<file path="src/rtl/key_cmd_if.sv">
// Handshake bundle between the key debouncers / game logic and the command queue.
interface key_cmd_if;
    logic       frame_tick;
    logic       press_left;
    logic       press_right;
    logic       press_rot;
    logic       press_drop;
    logic       hold_left;
    logic       hold_right;
    logic       cmd_valid;
    logic [2:0] cmd_code;
    logic       cmd_ready;
    logic       merge_flag;

    modport master (
        output frame_tick, press_left, press_right, press_rot, press_drop,
        output hold_left, hold_right, cmd_ready,
        input  cmd_valid, cmd_code, merge_flag
    );

    modport slave (
        input  frame_tick, press_left, press_right, press_rot, press_drop,
        input  hold_left, hold_right, cmd_ready,
        output cmd_valid, cmd_code, merge_flag
    );
endinterface

</file>
<file path="src/rtl/key_cmd_queue.sv">
// Tetris key command stage: left/right auto-repeat, pending-bit arbitration
// (drop > rot > left > right) and a small command FIFO with a registered head.
module key_cmd_queue #(
    parameter int DEPTH        = 4,
    parameter int REPEAT_DELAY = 16,
    parameter int REPEAT_RATE  = 4
) (
    input  logic     clk,
    input  logic     rst,
    key_cmd_if.slave bus
);
    localparam int PW = $clog2(DEPTH);
    localparam int CW = $clog2(DEPTH + 1);
    localparam logic [CW-1:0] FULL_COUNT = CW'(DEPTH);
    localparam logic [CW-1:0] ONE_COUNT  = CW'(1);

    logic [1:0]    press_lr;
    logic [1:0]    hold_lr;
    logic [1:0]    repeat_ev;
    logic [3:0]    ev;

    logic [3:0]    pend_reg, pend_next;
    logic [3:0]    sel, clr;
    logic [2:0]    push_code;
    logic          merge_reg, merge_hit;

    logic [2:0]    mem [DEPTH];
    logic [PW-1:0] rd_ptr_reg, wr_ptr_reg, rd_ptr_inc;
    logic [CW-1:0] count_reg, count_next;
    logic [2:0]    head_reg, head_next;
    logic          valid_reg;
    logic          full, pop, push;

    assign press_lr = {bus.press_right, bus.press_left};
    assign hold_lr  = {bus.hold_right, bus.hold_left};

    generate
        for (genvar gi = 0; gi < 2; gi++) begin : g_rep
            logic       ra_reg;
            logic [7:0] rc_reg;

            // A press pulse restarts the delay even when a frame tick coincides.
            assign repeat_ev[gi] = ra_reg && hold_lr[gi] && bus.frame_tick &&
                                   !press_lr[gi] && (rc_reg == 8'd1);

            always_ff @(posedge clk or posedge rst) begin
                if (rst) begin
                    ra_reg <= 1'b0;
                    rc_reg <= 8'd0;
                end else if (press_lr[gi]) begin
                    ra_reg <= 1'b1;
                    rc_reg <= 8'(REPEAT_DELAY);
                end else if (ra_reg && !hold_lr[gi]) begin
                    ra_reg <= 1'b0;
                    rc_reg <= 8'd0;
                end else if (ra_reg && bus.frame_tick) begin
                    rc_reg <= (rc_reg == 8'd1) ? 8'(REPEAT_RATE) : rc_reg - 8'd1;
                end
            end
        end
    endgenerate

    assign ev = {bus.press_drop, bus.press_rot,
                 bus.press_right | repeat_ev[1], bus.press_left | repeat_ev[0]};

    always_comb begin
        sel       = 4'b0000;
        push_code = 3'd0;
        if (pend_reg[3]) begin
            sel       = 4'b1000;
            push_code = 3'd4;
        end else if (pend_reg[2]) begin
            sel       = 4'b0100;
            push_code = 3'd3;
        end else if (pend_reg[0]) begin
            sel       = 4'b0001;
            push_code = 3'd1;
        end else if (pend_reg[1]) begin
            sel       = 4'b0010;
            push_code = 3'd2;
        end
    end

    assign full = (count_reg == FULL_COUNT);
    assign pop  = valid_reg && bus.cmd_ready;
    assign push = (|pend_reg) && (!full || pop);
    assign clr  = push ? sel : 4'b0000;

    // An event on the bit being cleared re-arms it rather than merging.
    assign pend_next  = (pend_reg & ~clr) | ev;
    assign merge_hit  = |(ev & pend_reg & ~clr);
    assign rd_ptr_inc = rd_ptr_reg + PW'(1);

    always_comb begin
        count_next = count_reg;
        if (push && !pop)
            count_next = count_reg + ONE_COUNT;
        else if (pop && !push)
            count_next = count_reg - ONE_COUNT;
    end

    // Head register: loads straight from the push when the queue is (becoming)
    // empty, otherwise from the entry behind the one being popped.
    always_comb begin
        head_next = head_reg;
        if ((count_reg == '0) || (pop && (count_reg == ONE_COUNT)))
            head_next = push ? push_code : 3'd0;
        else if (pop)
            head_next = mem[rd_ptr_inc];
    end

    always_ff @(posedge clk) begin
        if (push)
            mem[wr_ptr_reg] <= push_code;
    end

    always_ff @(posedge clk or posedge rst) begin
        if (rst) begin
            pend_reg   <= 4'b0000;
            merge_reg  <= 1'b0;
            rd_ptr_reg <= '0;
            wr_ptr_reg <= '0;
            count_reg  <= '0;
            head_reg   <= 3'd0;
            valid_reg  <= 1'b0;
        end else begin
            pend_reg  <= pend_next;
            if (merge_hit)
                merge_reg <= 1'b1;
            if (pop)
                rd_ptr_reg <= rd_ptr_inc;
            if (push)
                wr_ptr_reg <= wr_ptr_reg + PW'(1);
            count_reg <= count_next;
            head_reg  <= head_next;
            valid_reg <= (count_next != '0);
        end
    end

    assign bus.cmd_valid  = valid_reg;
    assign bus.cmd_code   = head_reg;
    assign bus.merge_flag = merge_reg;
endmodule
</file>
<file path="src/flat_wrapper.sv">
// flat-port wrapper written by rule: the top's interface ports become plain ports
module key_cmd_queue_flat 
#(
    parameter int DEPTH        = 4,
    parameter int REPEAT_DELAY = 16,
    parameter int REPEAT_RATE  = 4
)
  (clk, rst, bus_frame_tick, bus_press_left, bus_press_right, bus_press_rot, bus_press_drop, bus_hold_left, bus_hold_right, bus_cmd_ready, bus_cmd_valid, bus_cmd_code, bus_merge_flag);
  key_cmd_if bus_i ();
  input  logic clk;
  input  logic rst;
  input wire logic [$bits(bus_i.frame_tick)-1:0] bus_frame_tick;
  input wire logic [$bits(bus_i.press_left)-1:0] bus_press_left;
  input wire logic [$bits(bus_i.press_right)-1:0] bus_press_right;
  input wire logic [$bits(bus_i.press_rot)-1:0] bus_press_rot;
  input wire logic [$bits(bus_i.press_drop)-1:0] bus_press_drop;
  input wire logic [$bits(bus_i.hold_left)-1:0] bus_hold_left;
  input wire logic [$bits(bus_i.hold_right)-1:0] bus_hold_right;
  input wire logic [$bits(bus_i.cmd_ready)-1:0] bus_cmd_ready;
  output wire logic [$bits(bus_i.cmd_valid)-1:0] bus_cmd_valid;
  output wire logic [$bits(bus_i.cmd_code)-1:0] bus_cmd_code;
  output wire logic [$bits(bus_i.merge_flag)-1:0] bus_merge_flag;
  assign bus_i.frame_tick = bus_frame_tick;
  assign bus_i.press_left = bus_press_left;
  assign bus_i.press_right = bus_press_right;
  assign bus_i.press_rot = bus_press_rot;
  assign bus_i.press_drop = bus_press_drop;
  assign bus_i.hold_left = bus_hold_left;
  assign bus_i.hold_right = bus_hold_right;
  assign bus_i.cmd_ready = bus_cmd_ready;
  assign bus_cmd_valid = bus_i.cmd_valid;
  assign bus_cmd_code = bus_i.cmd_code;
  assign bus_merge_flag = bus_i.merge_flag;
  key_cmd_queue #(.DEPTH(DEPTH), .REPEAT_DELAY(REPEAT_DELAY), .REPEAT_RATE(REPEAT_RATE)) u_core (.clk(clk), .rst(rst), .bus(bus_i));
endmodule
</file>
<file path="config.mk">
export PLATFORM = sky130hd
export DESIGN_NAME = key_cmd_queue_flat
export DESIGN_NICKNAME = d
export VERILOG_FILES = /design/src/rtl/key_cmd_if.sv /design/src/rtl/key_cmd_queue.sv /design/src/flat_wrapper.sv
export SDC_FILE = /design/constraint.sdc
export NUM_CORES = 1
export LEC_CHECK = 0
export ABC_AREA = 1
export BUFFER_PORTS_ARGS = -buffer_cell sky130_fd_sc_hd__buf_2
export CAP_MARGIN = 0
export CORE_UTILIZATION = 45
export CTS_CLUSTER_DIAMETER = 30
export DETAILED_ROUTE_END_ITERATION = 16
export HOLD_SLACK_MARGIN = 0.08
export SKIP_LAST_GASP = 1
export SLEW_MARGIN = 15
export SYNTH_ARGS = -nofsm -noshare
export SYNTH_HDL_FRONTEND = slang
export SYNTH_SLANG_ARGS = --single-unit
</file>
<file path="constraint.sdc">
create_clock -name clk -period 3.5 [get_ports clk]
set_input_delay 0.35 -clock clk [delete_from_list [all_inputs] [get_ports clk]]
set_output_delay 0.35 -clock clk [all_outputs]
set_load 0.1 [all_outputs]
</file>
==> impl_metrics.json <==
{
  "status": "finished clean",
  "r2r-start": "u_core.count_reg[0]",
  "cts_root_buf": "clkbuf_8",
  "routed_via_density": 4.73,
  "power_density_nw_per_um2": 724,
  "cts_tree": "yes",
  "grt_start_max_net_pins": 35,
  "ios": 15,
  "power_w": 0.00205,
  "rows": 27,
  "drive_above_1_share_pct": 14.8,
  "synth_seq_area_share_pct": 47.3,
  "die_area_um2": 6000,
  "synth_nets": 330,
  "crit_family": "simple AND/OR/NAND/NOR gates",
  "die_w_um": 77.5,
  "hold_buffers": 0,
  "timing_hold_violations_final": 0,
  "gp_congestion": 0.781,
  "irDropWorstVdd_mv": 0.472,
  "setup.worst_path.start": "u_core.count_reg[0]",
  "dp_hpwl_mm": 3.37,
  "tns_ns": 0,
  "ctsHtreeMaxLevel": 2,
  "synth_cell_types": 31,
  "worst_pin_slew_ns": 0.483,
  "worst-path-max-fanout": 8,
  "yosys.area.top_type": "dfrtp_1",
  "grtUsageTotal_pct": 16.9,
  "syn_inst": 308,
  "ant_nets": 0,
  "antenna_found_initial": 1,
  "rsz0062_at_grt": "no",
  "place_ws_ns": 2.01,
  "hold_class": "in2async",
  "initial_core_util_pct": 46.5,
  "routed_wl_mm": 4.45,
  "numCtsBuffers": 5,
  "leakagePower_nw": 1.40,
  "port_buffers": 14,
  "grt_first_pass_wirelength_mm": 8.05,
  "diodes": 0,
  "path_cells": "inv_1, ha_1, nand3_4, nand2_4, nor2_1",
  "cts_sinks": 46,
  "setup_slack_ns": 2.00,
  "cts-resized-gates": 0,
  "syn-cell-area_um2": 2560,
  "hold_ws_ns": 0.125,
  "worstPathArrival_ns": 1.49,
  "die_y_um": 77.5,
  "crit_required_ns": 3.50,
  "grt-ovfl-total": 0,
  "largest_register_ffs": 16,
  "crit_slowest_cell": "dfrtp_1",
  "dr.pass1.iters": 6,
  "insertion_delay_ns": 0.30,
  "synth.avg_cell_area_um2": 8.32,
  "nFillCells": 544,
  "min_period_ns": 1.50,
  "setup_viol": 0,
  "synthTopCellsByArea": "dfrtp_1 33%, edfxtp_1 14%, nand2_1 9.5%, inv_1 7.5%, ha_1 5.9%",
  "max_stage_delay_ns": 0.40,
  "ys_warn_count": 0,
  "core_um2": 5510,
  "area_growth_pct": 10.6,
  "skew_ns": 0.00977,
  "crit_type": "reg2reg",
  "num_vias": 1900,
  "layout_common_cells": "65 x nand2_1, 51 x inv_1, 34 x dfrtp_1, 32 x nor2_1, 22 x nand3_1",
  "crit_buf_inv": 1,
  "grt_pass1_vias": 1860,
  "fin_crit_sh_pct": 42.8,
  "ys_ff_latch": 46,
  "r2r_cells": 5,
  "post_drt_wl_per_cell_um": 11.1,
  "clock_path_buffers": 2,
  "utilization_pct": 51.5,
  "fmax_mhz": 668,
  "worst_setup_path_end_kind": "flip-flop",
  "nets": 351,
  "drt_iter0_markers": 137,
  "start_kind": "flip-flop",
  "slew_headroom_pct": 68.0,
  "cts.clk_slew.worst_paths_ns": 0.09,
  "drv_cap": 0,
  "final_common_cell": "nand2_1",
  "yosysTopAreaCellShare_pct": 33.2,
  "finalMaxSlewViolations": 0,
  "post_cts_buffers": 0,
  "cp_num_cells": 5,
  "route.detailed.drc": 0
}
-- per-layer routing --
metal,GRT usage (%),vias up,routed length [um],part of all wire [%]
li1,-,1018,-,-
met1,21.2,846,2080,47
met2,28.5,27,2180,49
met3,4.71,7,137,3.1
met4,4.15,2,48,1.1
met5,0,-,10,0.22
-- cells by family (layout without fill, tap and decap cells) --
kind of cell	Yosys count	count (layout)	synth area share (%)
simple gates	148	148	27.1
buf+inv	56	78	8.45
compound gates	39	39	8.89
xor+xnor	7	7	2.39
fa+ha+maj	12	12	5.86
flops	46	46	47.3
-- metrics by stage --
step | instances | area (um2)
final | 402 | 2840
after global routing | 402 | 2840
after CTS | 402 | 2840
after detailed placement | 394 | 2720
after global placement | 394 | 2720
after floorplan | 308 | 2560
-- cells in the mapped netlist --
| cell | instances |
|---|---|
| a21oi_1 | 11 |
| ha_1 | 12 |
| o21ai_0 | 9 |
| nor3_1 | 7 |
| nand2_4 | 3 |
| a21o_1 | 1 |
| nor2_2 | 7 |
| or2_0 | 1 |
| a21boi_0 | 1 |
| buf_4 | 1 |
| a31o_1 | 1 |
| o21bai_1 | 1 |
| a21oi_4 | 1 |
| o21ai_1 | 10 |
| nand3_1 | 22 |
| or2_2 | 1 |
| nor2_1 | 32 |
| o22ai_1 | 2 |
| nand3_4 | 2 |
| nand3_2 | 2 |
| nand2_1 | 65 |
| inv_4 | 1 |
| nor3_2 | 1 |
| edfxtp_1 | 12 |
| nand2_2 | 3 |
| inv_1 | 51 |
| a21oi_2 | 2 |
| xor2_1 | 7 |
| nand4_1 | 2 |
| inv_2 | 3 |
| dfrtp_1 | 34 |
-- power by group --
group | internal, W | leakage [nW] | switching [W]
combinational | 0.000247 | 0.823 | 0.000586
clock | 0.000214 | 0.0585 | 0.000190
sequential | 0.000718 | 0.518 | 0.0000979
-- cell type report --
class                           count  area, um2  share of cell area, %
Sequential cell                    46       1210                   42.7
Multi-Input combinational cell    206       1130                   40.0
Inverter                           55        209                   7.37
Tap cell                           72       90.1                   3.18
Timing Repair Buffer               15       77.6                   2.74
Clock buffer                        5       68.8                   2.43
Clock inverter                      3       43.8                   1.54
-- path summary, 6_finish.rpt --
| path | end | slack (ns) |
|---|---|---|
| max in group asynchronous | u_core.g_rep[0].rc_reg[6] | 3.06 |
| worst max register to register | u_core.mem[2][0] | 2.00 |
| worst min register to register | u_core.g_rep[1].ra_reg | 0.50 |
| min in group clk | u_core.pend_reg[2] | 0.23 |
| worst max-delay path | u_core.mem[2][0] | 2.00 |
| worst min-delay path | u_core.g_rep[1].rc_reg[0] | 0.13 |
-- tightest hold or removal path: cells and delay by family --
kind | cells | cell delay, ns
buf+inv | 3 | 0.51
(Power assumes the default switching activity.)
